===== src/rtl/stopwatch_pkg.sv =====
//==============================================================================
// Module      : stopwatch_pkg
// Description : Shared types and constants for the stopwatch/timer datapath:
//               FSM state encoding, field limits, the time-of-count struct and
//               a load-value saturation helper.
// Revision    : 1.0 - initial release
//==============================================================================
`default_nettype none

package stopwatch_pkg;

    typedef enum logic [1:0] {
        IDLE  = 2'd0,
        RUN   = 2'd1,
        PAUSE = 2'd2,
        DONE  = 2'd3
    } state_t;

    localparam int SEC_MAX = 59;
    localparam int MIN_MAX = 59;

    // Field widths of the shared time struct. Instances use the low FW/HW
    // bits; the upper bits stay zero because every field is bounded.
    localparam int FRAC_W_MAX = 16;
    localparam int HOUR_W_MAX = 8;

    typedef struct packed {
        logic [HOUR_W_MAX-1:0] hour;
        logic [5:0]            min;
        logic [5:0]            sec;
        logic [FRAC_W_MAX-1:0] frac;
    } time_t;

    // Clamp a 6-bit minute/second preset to 0..59.
    function automatic logic [5:0] sat_field(input logic [5:0] v);
        return (v > 6'(SEC_MAX)) ? 6'(SEC_MAX) : v;
    endfunction

endpackage

`default_nettype wire


===== src/rtl/stopwatch_timer_dp_tick_prescaler.sv =====
//==============================================================================
// Module      : tick_prescaler
// Description : Divides the system clock down to the fraction tick rate.
//               Counts 0..DIV-1 while en is high, holds otherwise.
// Ports       : clk      - system clock
//               rst      - asynchronous active-low reset
//               en       - count enable (high only in RUN)
//               sync_clr - synchronous restart to 0
//               tick     - high in the enabled cycle where the count is DIV-1
// Revision    : 1.0 - initial release
//==============================================================================
`default_nettype none

module tick_prescaler #(
    parameter int CLK_FREQ_HZ = 100_000_000,
    parameter int TICK_HZ     = 100
) (
    input  logic clk,
    input  logic rst,
    input  logic en,
    input  logic sync_clr,
    output logic tick
);

    localparam int DIV = CLK_FREQ_HZ / TICK_HZ;
    localparam int CW  = (DIV > 1) ? $clog2(DIV) : 1;
    localparam logic [CW-1:0] c_last = CW'(DIV - 1);

    logic [CW-1:0] r_cnt;
    logic          w_last;

    assign w_last = (r_cnt == c_last);
    assign tick   = en && w_last;

    always_ff @(posedge clk or negedge rst) begin
        if (!rst) begin
            r_cnt <= '0;
        end else if (sync_clr) begin
            r_cnt <= '0;
        end else if (en) begin
            r_cnt <= w_last ? '0 : r_cnt + CW'(1);
        end
    end

endmodule

`default_nettype wire


===== src/rtl/stopwatch_timer_dp.sv =====
//==============================================================================
// Module      : stopwatch_timer_dp
// Description : hh:mm:ss:frac stopwatch / countdown timer datapath with lap
//               capture, countdown-done and up-count wrap pulses.
// Ports       : clk, rst (async active-low)
//               run (level), clear/load/lap (1-cycle pulses), mode (0 up,
//               1 down), load_min/load_sec (presets)
//               frac/sec/min/hour     - current time
//               lap_* / lap_valid     - captured time
//               done / wrap           - one-cycle event pulses
// Options     : STOPWATCH_LAP_EN - builds the lap register; when undefined
//               the lap input is ignored and lap outputs are tied to 0.
// Revision    : 1.0 - initial release
//==============================================================================
`default_nettype none

module stopwatch_timer_dp
    import stopwatch_pkg::*;
#(
    parameter  int CLK_FREQ_HZ = 100_000_000,
    parameter  int TICK_HZ     = 100,
    parameter  int HOUR_MAX    = 24,
    localparam int FW          = $clog2(TICK_HZ),
    localparam int HW          = $clog2(HOUR_MAX)
) (
    input  logic          clk,
    input  logic          rst,
    input  logic          run,
    input  logic          clear,
    input  logic          mode,
    input  logic          load,
    input  logic [5:0]    load_min,
    input  logic [5:0]    load_sec,
    input  logic          lap,
    output logic [FW-1:0] frac,
    output logic [5:0]    sec,
    output logic [5:0]    min,
    output logic [HW-1:0] hour,
    output logic [FW-1:0] lap_frac,
    output logic [5:0]    lap_sec,
    output logic [5:0]    lap_min,
    output logic [HW-1:0] lap_hour,
    output logic          lap_valid,
    output logic          done,
    output logic          wrap
);

    localparam logic [FRAC_W_MAX-1:0] c_frac_top = FRAC_W_MAX'(TICK_HZ - 1);
    localparam logic [HOUR_W_MAX-1:0] c_hour_top = HOUR_W_MAX'(HOUR_MAX - 1);
    localparam logic [5:0]            c_sec_top  = 6'(SEC_MAX);
    localparam logic [5:0]            c_min_top  = 6'(MIN_MAX);

    state_t r_state, w_state_nxt;
    time_t  r_time, w_time_inc, w_time_dec, w_time_nxt;
    logic   r_mode, r_done, r_wrap;
    logic   w_tick, w_pre_clr, w_to_done;
    logic   w_frac_top, w_sec_top, w_min_top, w_hour_top;
    logic   w_frac_bot, w_sec_bot, w_min_bot, w_hour_bot;
    logic   w_time_zero, w_time_max, w_dec_zero;

    tick_prescaler #(
        .CLK_FREQ_HZ (CLK_FREQ_HZ),
        .TICK_HZ     (TICK_HZ)
    ) u_prescaler (
        .clk      (clk),
        .rst      (rst),
        .en       (r_state == RUN),
        .sync_clr (w_pre_clr),
        .tick     (w_tick)
    );

    assign w_frac_top = (r_time.frac == c_frac_top);
    assign w_sec_top  = (r_time.sec  == c_sec_top);
    assign w_min_top  = (r_time.min  == c_min_top);
    assign w_hour_top = (r_time.hour == c_hour_top);
    assign w_frac_bot = (r_time.frac == '0);
    assign w_sec_bot  = (r_time.sec  == '0);
    assign w_min_bot  = (r_time.min  == '0);
    assign w_hour_bot = (r_time.hour == '0);

    assign w_time_zero = (r_time == '0);
    assign w_time_max  = w_frac_top && w_sec_top && w_min_top && w_hour_top;
    assign w_dec_zero  = (w_time_dec == '0);

    // Full ripple of carries/borrows in one cycle: each stage rolls only
    // when every lower stage is at its limit.
    always_comb begin
        w_time_inc = r_time;
        w_time_dec = r_time;

        w_time_inc.frac = w_frac_top ? '0 : r_time.frac + FRAC_W_MAX'(1);
        if (w_frac_top)
            w_time_inc.sec = w_sec_top ? '0 : r_time.sec + 6'd1;
        if (w_frac_top && w_sec_top)
            w_time_inc.min = w_min_top ? '0 : r_time.min + 6'd1;
        if (w_frac_top && w_sec_top && w_min_top)
            w_time_inc.hour = w_hour_top ? '0 : r_time.hour + HOUR_W_MAX'(1);

        w_time_dec.frac = w_frac_bot ? c_frac_top : r_time.frac - FRAC_W_MAX'(1);
        if (w_frac_bot)
            w_time_dec.sec = w_sec_bot ? c_sec_top : r_time.sec - 6'd1;
        if (w_frac_bot && w_sec_bot)
            w_time_dec.min = w_min_bot ? c_min_top : r_time.min - 6'd1;
        if (w_frac_bot && w_sec_bot && w_min_bot)
            w_time_dec.hour = w_hour_bot ? c_hour_top : r_time.hour - HOUR_W_MAX'(1);
    end

    // Next state. A load cycle suppresses the tick, so it can neither start
    // the count from IDLE nor complete a countdown.
    always_comb begin
        w_state_nxt = r_state;
        if (clear) begin
            w_state_nxt = IDLE;
        end else begin
            case (r_state)
                IDLE:    if (!load && run)
                             w_state_nxt = (mode && w_time_zero) ? DONE : RUN;
                RUN:     if (!load && w_tick && r_mode && w_dec_zero)
                             w_state_nxt = DONE;
                         else if (!run)
                             w_state_nxt = PAUSE;
                PAUSE:   if (run) w_state_nxt = RUN;
                DONE:    if (load) w_state_nxt = IDLE;
                default: w_state_nxt = IDLE;
            endcase
        end
    end

    assign w_to_done = (w_state_nxt == DONE) && (r_state != DONE);
    assign w_pre_clr = clear || load || w_to_done;

    always_comb begin
        w_time_nxt = r_time;
        if (clear) begin
            w_time_nxt = '0;
        end else if (load) begin
            w_time_nxt     = '0;
            w_time_nxt.min = sat_field(load_min);
            w_time_nxt.sec = sat_field(load_sec);
        end else if (w_tick) begin
            w_time_nxt = r_mode ? w_time_dec : w_time_inc;
        end
    end

    always_ff @(posedge clk or negedge rst) begin
        if (!rst) begin
            r_state <= IDLE;
            r_time  <= '0;
            r_mode  <= 1'b0;
            r_done  <= 1'b0;
            r_wrap  <= 1'b0;
        end else begin
            r_state <= w_state_nxt;
            r_time  <= w_time_nxt;
            if ((r_state == IDLE || r_state == PAUSE) && w_state_nxt == RUN)
                r_mode <= mode;
            r_done  <= w_to_done;
            r_wrap  <= !clear && !load && w_tick && !r_mode && w_time_max;
        end
    end

    assign frac = r_time.frac[FW-1:0];
    assign sec  = r_time.sec;
    assign min  = r_time.min;
    assign hour = r_time.hour[HW-1:0];
    assign done = r_done;
    assign wrap = r_wrap;

`ifdef STOPWATCH_LAP_EN
    logic [FW-1:0] r_lap_frac;
    logic [5:0]    r_lap_sec;
    logic [5:0]    r_lap_min;
    logic [HW-1:0] r_lap_hour;
    logic          r_lap_valid;

    // Captures r_time before this edge's update, so a lap on a tick cycle
    // records the pre-tick value.
    always_ff @(posedge clk or negedge rst) begin
        if (!rst) begin
            r_lap_frac  <= '0;
            r_lap_sec   <= '0;
            r_lap_min   <= '0;
            r_lap_hour  <= '0;
            r_lap_valid <= 1'b0;
        end else if (clear) begin
            r_lap_frac  <= '0;
            r_lap_sec   <= '0;
            r_lap_min   <= '0;
            r_lap_hour  <= '0;
            r_lap_valid <= 1'b0;
        end else if (lap) begin
            r_lap_frac  <= r_time.frac[FW-1:0];
            r_lap_sec   <= r_time.sec;
            r_lap_min   <= r_time.min;
            r_lap_hour  <= r_time.hour[HW-1:0];
            r_lap_valid <= 1'b1;
        end
    end

    assign lap_frac  = r_lap_frac;
    assign lap_sec   = r_lap_sec;
    assign lap_min   = r_lap_min;
    assign lap_hour  = r_lap_hour;
    assign lap_valid = r_lap_valid;
`else
    logic w_lap_unused;
    assign w_lap_unused = lap;

    assign lap_frac  = '0;
    assign lap_sec   = '0;
    assign lap_min   = '0;
    assign lap_hour  = '0;
    assign lap_valid = 1'b0;
`endif

endmodule

`default_nettype wire


===== config.mk =====
export PLATFORM = sky130hd
export DESIGN_NAME = stopwatch_timer_dp
export DESIGN_NICKNAME = d
export VERILOG_FILES = /design/src/rtl/stopwatch_pkg.sv /design/src/rtl/stopwatch_timer_dp_tick_prescaler.sv /design/src/rtl/stopwatch_timer_dp.sv
export SDC_FILE = /design/constraint.sdc
export NUM_CORES = 1
export LEC_CHECK = 0
export CORE_MARGIN = 1
export CORE_UTILIZATION = 50
export CTS_CLUSTER_DIAMETER = 40
export CTS_CLUSTER_SIZE = 14
export DETAILED_ROUTE_END_ITERATION = 7
export PLACE_DENSITY = 0.75
export SYNTH_ARGS = -nofsm -noshare
export SYNTH_HDL_FRONTEND = slang
export SYNTH_SLANG_ARGS = --single-unit

===== constraint.sdc =====
create_clock -name clk -period 5.1 [get_ports clk]
set_input_delay 1.02 -clock clk [delete_from_list [all_inputs] [get_ports clk]]
set_output_delay 1.02 -clock clk [all_outputs]
set_load 0.01 [all_outputs]

==> results of run 1 <==
[final cells by class]
type	instances	area share
multi-input cells	588	0.590
flip-flops and latches	61	0.245
repair buffers	51	0.0778
clock buffers	9	0.0361
well taps	143	0.0287
inverters	24	0.0144
clock inverters	7	0.00822
[how the worst max path moves through the flow]
| stage | from | to | cells past startpoint | slack [ns] |
|---|---|---|---|---|
| floorplan | min[0] | u_prescaler.r_cnt[0] | 11 | 2.00 |
| global placement | load | sec[2] | 6 | 1.57 |
| detailed placement | load | sec[4] | 6 | 1.50 |
| CTS | frac[0] | r_state[1] | 9 | 1.54 |
| global route | frac[0] | r_state[1] | 9 | 1.25 |
| finish | frac[0] | r_state[1] | 9 | 1.42 |
[layer usage]
| layer | global-route usage | wire length (um) |
|---|---|---|
| met1 | 0.365 | 7090 |
| met2 | 0.467 | 7890 |
| met3 | 0.0400 | 977 |
| met4 | 0.153 | 494 |
| met5 | 0 | 0 |
[cells by family (layout without fill, tap and decap cells)]
| logic type | count (synthesis) | in the layout | share of synthesized area |
|---|---|---|---|
| buf+inv | 134 | 91 | 0.125 |
| other cells | 1 | 25 | 0.000642 |
| compound gates | 191 | 191 | 0.218 |
| xor+xnor | 34 | 34 | 0.0510 |
| simple gates | 320 | 320 | 0.307 |
| flops | 61 | 61 | 0.262 |
| mux | 6 | 6 | 0.0107 |
| fa+ha+maj | 12 | 12 | 0.0257 |
[power by group through the flow]
stage	registers (mW)	clock network, mW	logic [mW]
6_report	0.541	0.579	0.369
5_1_grt	0.544	0.611	0.407
4_1_cts	0.540	0.585	0.364
3_5_place_dp	0.549	0	0.362
3_3_place_gp	0.547	0	0.356
2_1_floorplan	0.520	0	0.301
[flip-flops by register name (all words and copies together) (netlist names)]
signal	count
u_prescaler.r_cnt	20
r_time	12
frac	7
min	6
sec	6
hour	5
r_state	2
done	1
r_mode	1
wrap	1
[placed cells by master (no fill, tap or decap), drive strengths merged, types with 14 or more instances in the layout]
cell           instances
a21oi                 43
and3                  14
clkdlybuf4s50         42
conb                  25
dfrtp                 61
inv                   25
nand2                 52
nand3                 31
nand4                 18
nor2                  69
nor3                  41
nor4                  22
o21ai                 52
xnor2                 20
xor2                  14
[worst register-to-register path: stages (launching register included)]
cell and delay, ns:
sky130_fd_sc_hd__dfrtp_1 0.53, sky130_fd_sc_hd__inv_1 0.17, sky130_fd_sc_hd__ha_1 0.30, sky130_fd_sc_hd__or3b_1 0.47, sky130_fd_sc_hd__or3_1 0.56, sky130_fd_sc_hd__nor2_1 0.48, sky130_fd_sc_hd__o21ai_0 0.27, sky130_fd_sc_hd__nor4_1 0.27
sky130_fd_sc_hd__nand4_1 0.20, sky130_fd_sc_hd__a311oi_1 0.34
==> impl_metrics.xml, run 1 <==
<?xml version="1.0" encoding="UTF-8"?>
<metrics>
  <group name="run_status">
    <metric name="run_status" unit="">complete, no violations</metric>
  </group>
  <group name="grt">
    <metric name="pin_count_of_the_biggest_net_entering_global_routing" unit="">62</metric>
    <metric name="first_global_vias" unit="">5340</metric>
    <metric name="antenna_found_initial" unit="">0</metric>
    <metric name="global_route.overflow_total" unit="">0</metric>
    <metric name="wire_length_of_the_first_global_routing_pass" unit="mm">26.8</metric>
    <metric name="globalRouteTotalUtil" unit="">0.286</metric>
  </group>
  <group name="clocking">
    <metric name="cts_resized" unit="">0</metric>
    <metric name="insertion_delay" unit="ns">0.34</metric>
    <metric name="cts-root-to-sink-buffers" unit="">2</metric>
    <metric name="path_clk_slew" unit="ns">0.06</metric>
    <metric name="post-cts-setup-buffers" unit="">0</metric>
    <metric name="cts_max_level" unit="">3</metric>
    <metric name="cts.hold.buffers_added" unit="">0</metric>
    <metric name="cts_root_buf" unit="">sky130_fd_sc_hd__clkbuf_16</metric>
    <metric name="cts-buffers-inserted" unit="">9</metric>
    <metric name="tritoncts_clock_tree" unit="">yes</metric>
    <metric name="clock_sink_count" unit="">61</metric>
  </group>
  <group name="synth">
    <metric name="yosysMostFrequentCell" unit="">sky130_fd_sc_hd__nor2_1</metric>
    <metric name="synth.cell_area" unit="um2">5840</metric>
    <metric name="synth_top_area_frac" unit="">0.262</metric>
    <metric name="yosys.area.top_type" unit="">sky130_fd_sc_hd__dfrtp_1</metric>
    <metric name="yosys_most_used_dff" unit="">sky130_fd_sc_hd__dfrtp_1</metric>
    <metric name="ys_ff_latch" unit="">61</metric>
    <metric name="synth_commonest_cells" unit="">69 x sky130_fd_sc_hd__nor2_1, 61 x sky130_fd_sc_hd__dfrtp_1, 52 x sky130_fd_sc_hd__nand2_1</metric>
    <metric name="synth-edff-count" unit="">0</metric>
    <metric name="netlist_top_cells_area" unit="">sky130_fd_sc_hd__dfrtp_1 26%, sky130_fd_sc_hd__buf_4 6.3%, sky130_fd_sc_hd__nor2_1 4.4%</metric>
    <metric name="ys_seq_area_frac" unit="">0.262</metric>
    <metric name="synth.lib_cells_used.distinct" unit="">75</metric>
    <metric name="syn_inst" unit="">759</metric>
    <metric name="async_flop_share" unit="">1.00</metric>
    <metric name="synthesis.area_per_instance" unit="um2">7.69</metric>
    <metric name="synth.yosys.warnings" unit="">0</metric>
  </group>
  <group name="power">
    <metric name="intPower" unit="mW">0.977</metric>
    <metric name="fin_total_pwr" unit="mW">1.49</metric>
    <metric name="comb_power_share" unit="">0.248</metric>
    <metric name="power.share.sequential" unit="">0.363</metric>
    <metric name="power_per_cell_area" unit="nW/um2">239</metric>
    <metric name="clkPwrFrac" unit="">0.389</metric>
    <metric name="peakVddDrop" unit="uV">155</metric>
    <metric name="net-switching-power" unit="mW">0.512</metric>
    <metric name="swShare" unit="">0.344</metric>
    <metric name="total_leakage_power" unit="nW">2.46</metric>
  </group>
  <group name="floorplanning">
    <metric name="io_pins" unit="">70</metric>
    <metric name="overall_die_area" unit="um2">12100</metric>
    <metric name="core_ar" unit="um2">11400</metric>
    <metric name="std_cell_rows" unit="">39</metric>
    <metric name="die_height" unit="um">110</metric>
    <metric name="start_util" unit="">0.511</metric>
    <metric name="fp.dieW" unit="um">110</metric>
  </group>
  <group name="sta">
    <metric name="worst_max_slew_pin_slew" unit="ns">0.977</metric>
    <metric name="period_needed" unit="ns">3.68</metric>
    <metric name="report.final.hold_viol_count" unit="">0</metric>
    <metric name="report.final.slew_viol_count" unit="">0</metric>
    <metric name="clock-skew-final" unit="ns">0.00672</metric>
    <metric name="maxClockFrequency" unit="MHz">272</metric>
    <metric name="timing.hold.ws" unit="ns">0.592</metric>
    <metric name="final_critical_path_setup_slack" unit="ns">1.42</metric>
    <metric name="rsz0062_at_grt" unit="">false</metric>
    <metric name="setup_total_negative_slack" unit="ns">0</metric>
    <metric name="setup_viol" unit="">0</metric>
    <metric name="max_slew_margin" unit="">0.348</metric>
    <metric name="post-route-period-util" unit="">0.722</metric>
  </group>
  <group name="placed_design">
    <metric name="place_inst" unit="">867</metric>
    <metric name="hpwl" unit="mm">11.3</metric>
    <metric name="port-buffer-count" unit="">43</metric>
    <metric name="gp_congestion" unit="">0.974</metric>
    <metric name="pre_cts_ws" unit="ns">1.50</metric>
    <metric name="dpl_cell_area" unit="um2">5960</metric>
  </group>
  <group name="min_path">
    <metric name="hold_path_class" unit="">reg -&gt; reg</metric>
    <metric name="min_path_cells" unit="">2</metric>
    <metric name="hold_ep" unit="">u_prescaler.r_cnt[19]</metric>
    <metric name="hold_path_startpoint" unit="">u_prescaler.r_cnt[19]</metric>
  </group>
  <group name="cells_and_area">
    <metric name="nFillCells" unit="">1102</metric>
    <metric name="final_nets" unit="">766</metric>
    <metric name="final_core_util" unit="">0.546</metric>
    <metric name="syn_to_final_growth" unit="%">6.86</metric>
    <metric name="drive_gt1_frac" unit="">0.0770</metric>
    <metric name="antenna_cells" unit="">0</metric>
    <metric name="design_area" unit="um2">6240</metric>
    <metric name="multi_input_area" unit="um2">3680</metric>
    <metric name="sequential_cell_area" unit="um2">1530</metric>
    <metric name="layout.cells.non_filler" unit="">883</metric>
  </group>
  <group name="worst_setup_path">
    <metric name="worst_ep_arrival_time" unit="ns">3.92</metric>
    <metric name="worst-path-buf-inv" unit="">1</metric>
    <metric name="criticalPathCategory" unit="">reg -&gt; reg</metric>
    <metric name="cell_family_with_most_cp_delay" unit="">simple AND/OR/NAND/NOR gates</metric>
    <metric name="rr_worst_depth" unit="">9</metric>
    <metric name="critical_path.max_fanout" unit="">10</metric>
    <metric name="setup.reg_to_reg.worst_slack" unit="ns">1.42</metric>
    <metric name="regToRegStartpoint" unit="">frac[0]</metric>
    <metric name="crit_slowest_cell" unit="">sky130_fd_sc_hd__or3_1</metric>
    <metric name="timing.rr.end" unit="">r_state[1]</metric>
    <metric name="critical_path.startpoint_type" unit="">register</metric>
    <metric name="crit_chain" unit="">inv_1, ha_1, or3b_1, or3_1, nor2_1, o21ai_0, nor4_1, nand4_1, a311oi_1</metric>
    <metric name="cp_max_stage_delay" unit="ns">0.56</metric>
    <metric name="critical_path_required" unit="ns">5.34</metric>
    <metric name="endpoint_kind" unit="">register</metric>
  </group>
  <group name="detailed_routing">
    <metric name="avgViaCountPerCell" unit="">6.48</metric>
    <metric name="drt-initial-drc-count" unit="">541</metric>
    <metric name="drt_pre_antenna_iters" unit="">5</metric>
    <metric name="drt.antenna.violating_nets" unit="">0</metric>
    <metric name="post_drt_wl_per_cell" unit="um">18.6</metric>
    <metric name="detailroute.via_count" unit="">5726</metric>
    <metric name="wirelength" unit="mm">16.4</metric>
    <metric name="drcViolationCount" unit="">0</metric>
  </group>
  <group name="job">
    <metric name="maxCapViolations" unit="">0</metric>
  </group>
</metrics>
No activity file was read; power rests on OpenSTA's default activity.
==> run 2, diff against run 1 <==
==> constraint.sdc (replaced) <==
create_clock -name clk -period 3.5 [get_ports clk]
set_input_delay 0.7 -clock clk [delete_from_list [all_inputs] [get_ports clk]]
set_output_delay 0.7 -clock clk [all_outputs]
set_load 0.01 [all_outputs]
==> run 2 against run 1 <==
  * Final area up 5.3%
  * Setup slack worse by 1.3 ns
  * Sequential share of layout area decreased by 1.2 points
  * Largest power group unchanged
  * Largest cell class unchanged
  * Global-route usage grew 0.95 points
  * Critical endpoint is now r_time[33]
  * Combinational power increased by 67%
  * Total power up 59%
  * First-iteration DRC count is 2.0% lower
  * Clock power up 73%
  * Via count up 3.9%
==> impl_metrics.xml, run 2 (synthesized netlist as in run 1, its figures left out) <==
<?xml version="1.0" encoding="UTF-8"?>
<metrics>
  <group name="run_status">
    <metric name="run_status" unit="">complete, no violations</metric>
  </group>
  <group name="floorplanning">
    <metric name="fp.dieW" unit="um">110</metric>
    <metric name="io_pins" unit="">70</metric>
    <metric name="die_height" unit="um">110</metric>
    <metric name="overall_die_area" unit="um2">12100</metric>
    <metric name="start_util" unit="">0.511</metric>
    <metric name="core_ar" unit="um2">11400</metric>
    <metric name="std_cell_rows" unit="">39</metric>
  </group>
  <group name="worst_setup_path">
    <metric name="cp_max_stage_delay" unit="ns">0.62</metric>
    <metric name="criticalPathCategory" unit="">reg -&gt; reg</metric>
    <metric name="cell_family_with_most_cp_delay" unit="">simple AND/OR/NAND/NOR gates</metric>
    <metric name="crit_chain" unit="">inv_1, ha_1, or4b_1, nor4_1, nand3_1, nor4b_1, o21a_1, o21ai_0, a21oi_1</metric>
    <metric name="worst_ep_arrival_time" unit="ns">3.63</metric>
    <metric name="crit_slowest_cell" unit="">sky130_fd_sc_hd__nor4b_1</metric>
    <metric name="worst-path-buf-inv" unit="">1</metric>
    <metric name="critical_path.startpoint_type" unit="">register</metric>
    <metric name="critical_path.max_fanout" unit="">10</metric>
    <metric name="critical_path_required" unit="ns">3.77</metric>
    <metric name="endpoint_kind" unit="">register</metric>
  </group>
  <group name="sta">
    <metric name="rsz0062_at_grt" unit="">false</metric>
    <metric name="setup_total_negative_slack" unit="ns">0</metric>
    <metric name="post-route-period-util" unit="">0.958</metric>
    <metric name="report.final.slew_viol_count" unit="">0</metric>
    <metric name="setup_viol" unit="">0</metric>
    <metric name="period_needed" unit="ns">3.35</metric>
    <metric name="clock-skew-final" unit="ns">0.00871</metric>
    <metric name="max_slew_margin" unit="">0.468</metric>
    <metric name="maxClockFrequency" unit="MHz">298</metric>
    <metric name="report.final.hold_viol_count" unit="">0</metric>
    <metric name="worst_max_slew_pin_slew" unit="ns">0.799</metric>
  </group>
  <group name="clocking">
    <metric name="cts_root_buf" unit="">sky130_fd_sc_hd__clkbuf_16</metric>
    <metric name="insertion_delay" unit="ns">0.36</metric>
    <metric name="tritoncts_clock_tree" unit="">yes</metric>
    <metric name="cts-buffers-inserted" unit="">9</metric>
    <metric name="path_clk_slew" unit="ns">0.06</metric>
    <metric name="cts_resized" unit="">0</metric>
    <metric name="clock_sink_count" unit="">61</metric>
    <metric name="post-cts-setup-buffers" unit="">0</metric>
    <metric name="cts_max_level" unit="">3</metric>
    <metric name="cts.hold.buffers_added" unit="">0</metric>
    <metric name="cts-root-to-sink-buffers" unit="">2</metric>
  </group>
  <group name="placed_design">
    <metric name="port-buffer-count" unit="">43</metric>
    <metric name="gp_congestion" unit="">0.976</metric>
    <metric name="hpwl" unit="mm">12.4</metric>
  </group>
  <group name="cells_and_area">
    <metric name="final_nets" unit="">804</metric>
    <metric name="most-common-layout-cells" unit="">69 x sky130_fd_sc_hd__nor2_1, 61 x sky130_fd_sc_hd__dfrtp_1, 52 x sky130_fd_sc_hd__nand2_1, 51 x sky130_fd_sc_hd__o21ai_0, 46 x sky130_fd_sc_hd__buf_4</metric>
    <metric name="drive_gt1_frac" unit="">0.122</metric>
    <metric name="syn_to_final_growth" unit="%">12.5</metric>
    <metric name="antenna_cells" unit="">0</metric>
    <metric name="largest_register_ff_count" unit="">20</metric>
    <metric name="layout_commonest_cell" unit="">sky130_fd_sc_hd__nor2_1</metric>
    <metric name="registers.top_by_ff_count" unit="">u_prescaler.r_cnt</metric>
  </group>
  <group name="power">
    <metric name="power_per_cell_area" unit="nW/um2">360</metric>
    <metric name="fin_total_pwr" unit="mW">2.36</metric>
    <metric name="total_leakage_power" unit="nW">2.67</metric>
    <metric name="peakVddDrop" unit="uV">275</metric>
  </group>
  <group name="grt">
    <metric name="first_global_vias" unit="">5507</metric>
    <metric name="global_route.overflow_total" unit="">0</metric>
    <metric name="antenna_found_initial" unit="">0</metric>
    <metric name="pin_count_of_the_biggest_net_entering_global_routing" unit="">43</metric>
    <metric name="globalRouteTotalUtil" unit="">0.296</metric>
    <metric name="wire_length_of_the_first_global_routing_pass" unit="mm">27.4</metric>
  </group>
  <group name="job">
    <metric name="maxCapViolations" unit="">0</metric>
  </group>
  <group name="detailed_routing">
    <metric name="post_drt_wl_per_cell" unit="um">18.7</metric>
    <metric name="wirelength" unit="mm">17.2</metric>
    <metric name="drt.antenna.violating_nets" unit="">0</metric>
    <metric name="detailroute.via_count" unit="">5951</metric>
    <metric name="drt-initial-drc-count" unit="">530</metric>
    <metric name="avgViaCountPerCell" unit="">6.46</metric>
    <metric name="drcViolationCount" unit="">0</metric>
    <metric name="drt_pre_antenna_iters" unit="">5</metric>
  </group>
  <group name="min_path">
    <metric name="hold_path_class" unit="">in -&gt; async</metric>
  </group>
</metrics>
run 2: cell types whose count changed in the layout (fill, tap and decap cells not counted), sizes merged:
cell / change
buf: +38
bufinv: +2
clkinv: -3
inv: +1
run 2: per-stage QoR:
step                      setup slack, ns   util  instance area, um2  instances  hold WS (ns)
final                               0.146  0.575                6570        921         0.437
after global routing               0.0115  0.575                6570        921         0.504
after CTS                           0.206  0.575                6570        921         0.458
after detailed placement            0.232  0.547                6250        905         0.561
after global placement              0.323  0.547                6250        905         0.569
after floorplan                     0.398      -                5930        783         0.404
run 2: area by class of cell:
cell class	count	area (um2)
inverters	24	90.1
flip-flops and latches	61	1530
fillers	1036	4850
well taps	143	179
multi-input cells	588	3680
clock inverters	7	97.6
clock buffers	9	225
repair buffers	89	771
run 2: where the power goes:
| part | switching (mW) | internal [mW] |
|---|---|---|
| sequential | 0.0215 | 0.726 |
| combinational | 0.374 | 0.241 |
| clock | 0.375 | 0.626 |
run 2: path summary, 6_finish.rpt:
check                                      startpoint               endpoint  slack (ns)  cells past startpoint
worst min-delay path                              rst                 min[1]        0.44                      1
worst min register to register  u_prescaler.r_cnt[19]  u_prescaler.r_cnt[19]        0.58                      2
max in group asynchronous                         rst  u_prescaler.r_cnt[14]        2.33                      2
worst max-delay path                           sec[0]             r_time[33]        0.15                      9
min in group clk                u_prescaler.r_cnt[19]  u_prescaler.r_cnt[19]        0.58                      2
worst max register to register                 sec[0]             r_time[33]        0.15                      9
run 2: per-layer routing:
metal / track usage / wire (um) / vias to the layer above
met5: 0 / 0 / -
met4: 0.170 / 726 / 0
met3: 0.0664 / 1100 / 69
met2: 0.474 / 8070 / 270
met1: 0.365 / 7340 / 2856
li1: - / - / 2756
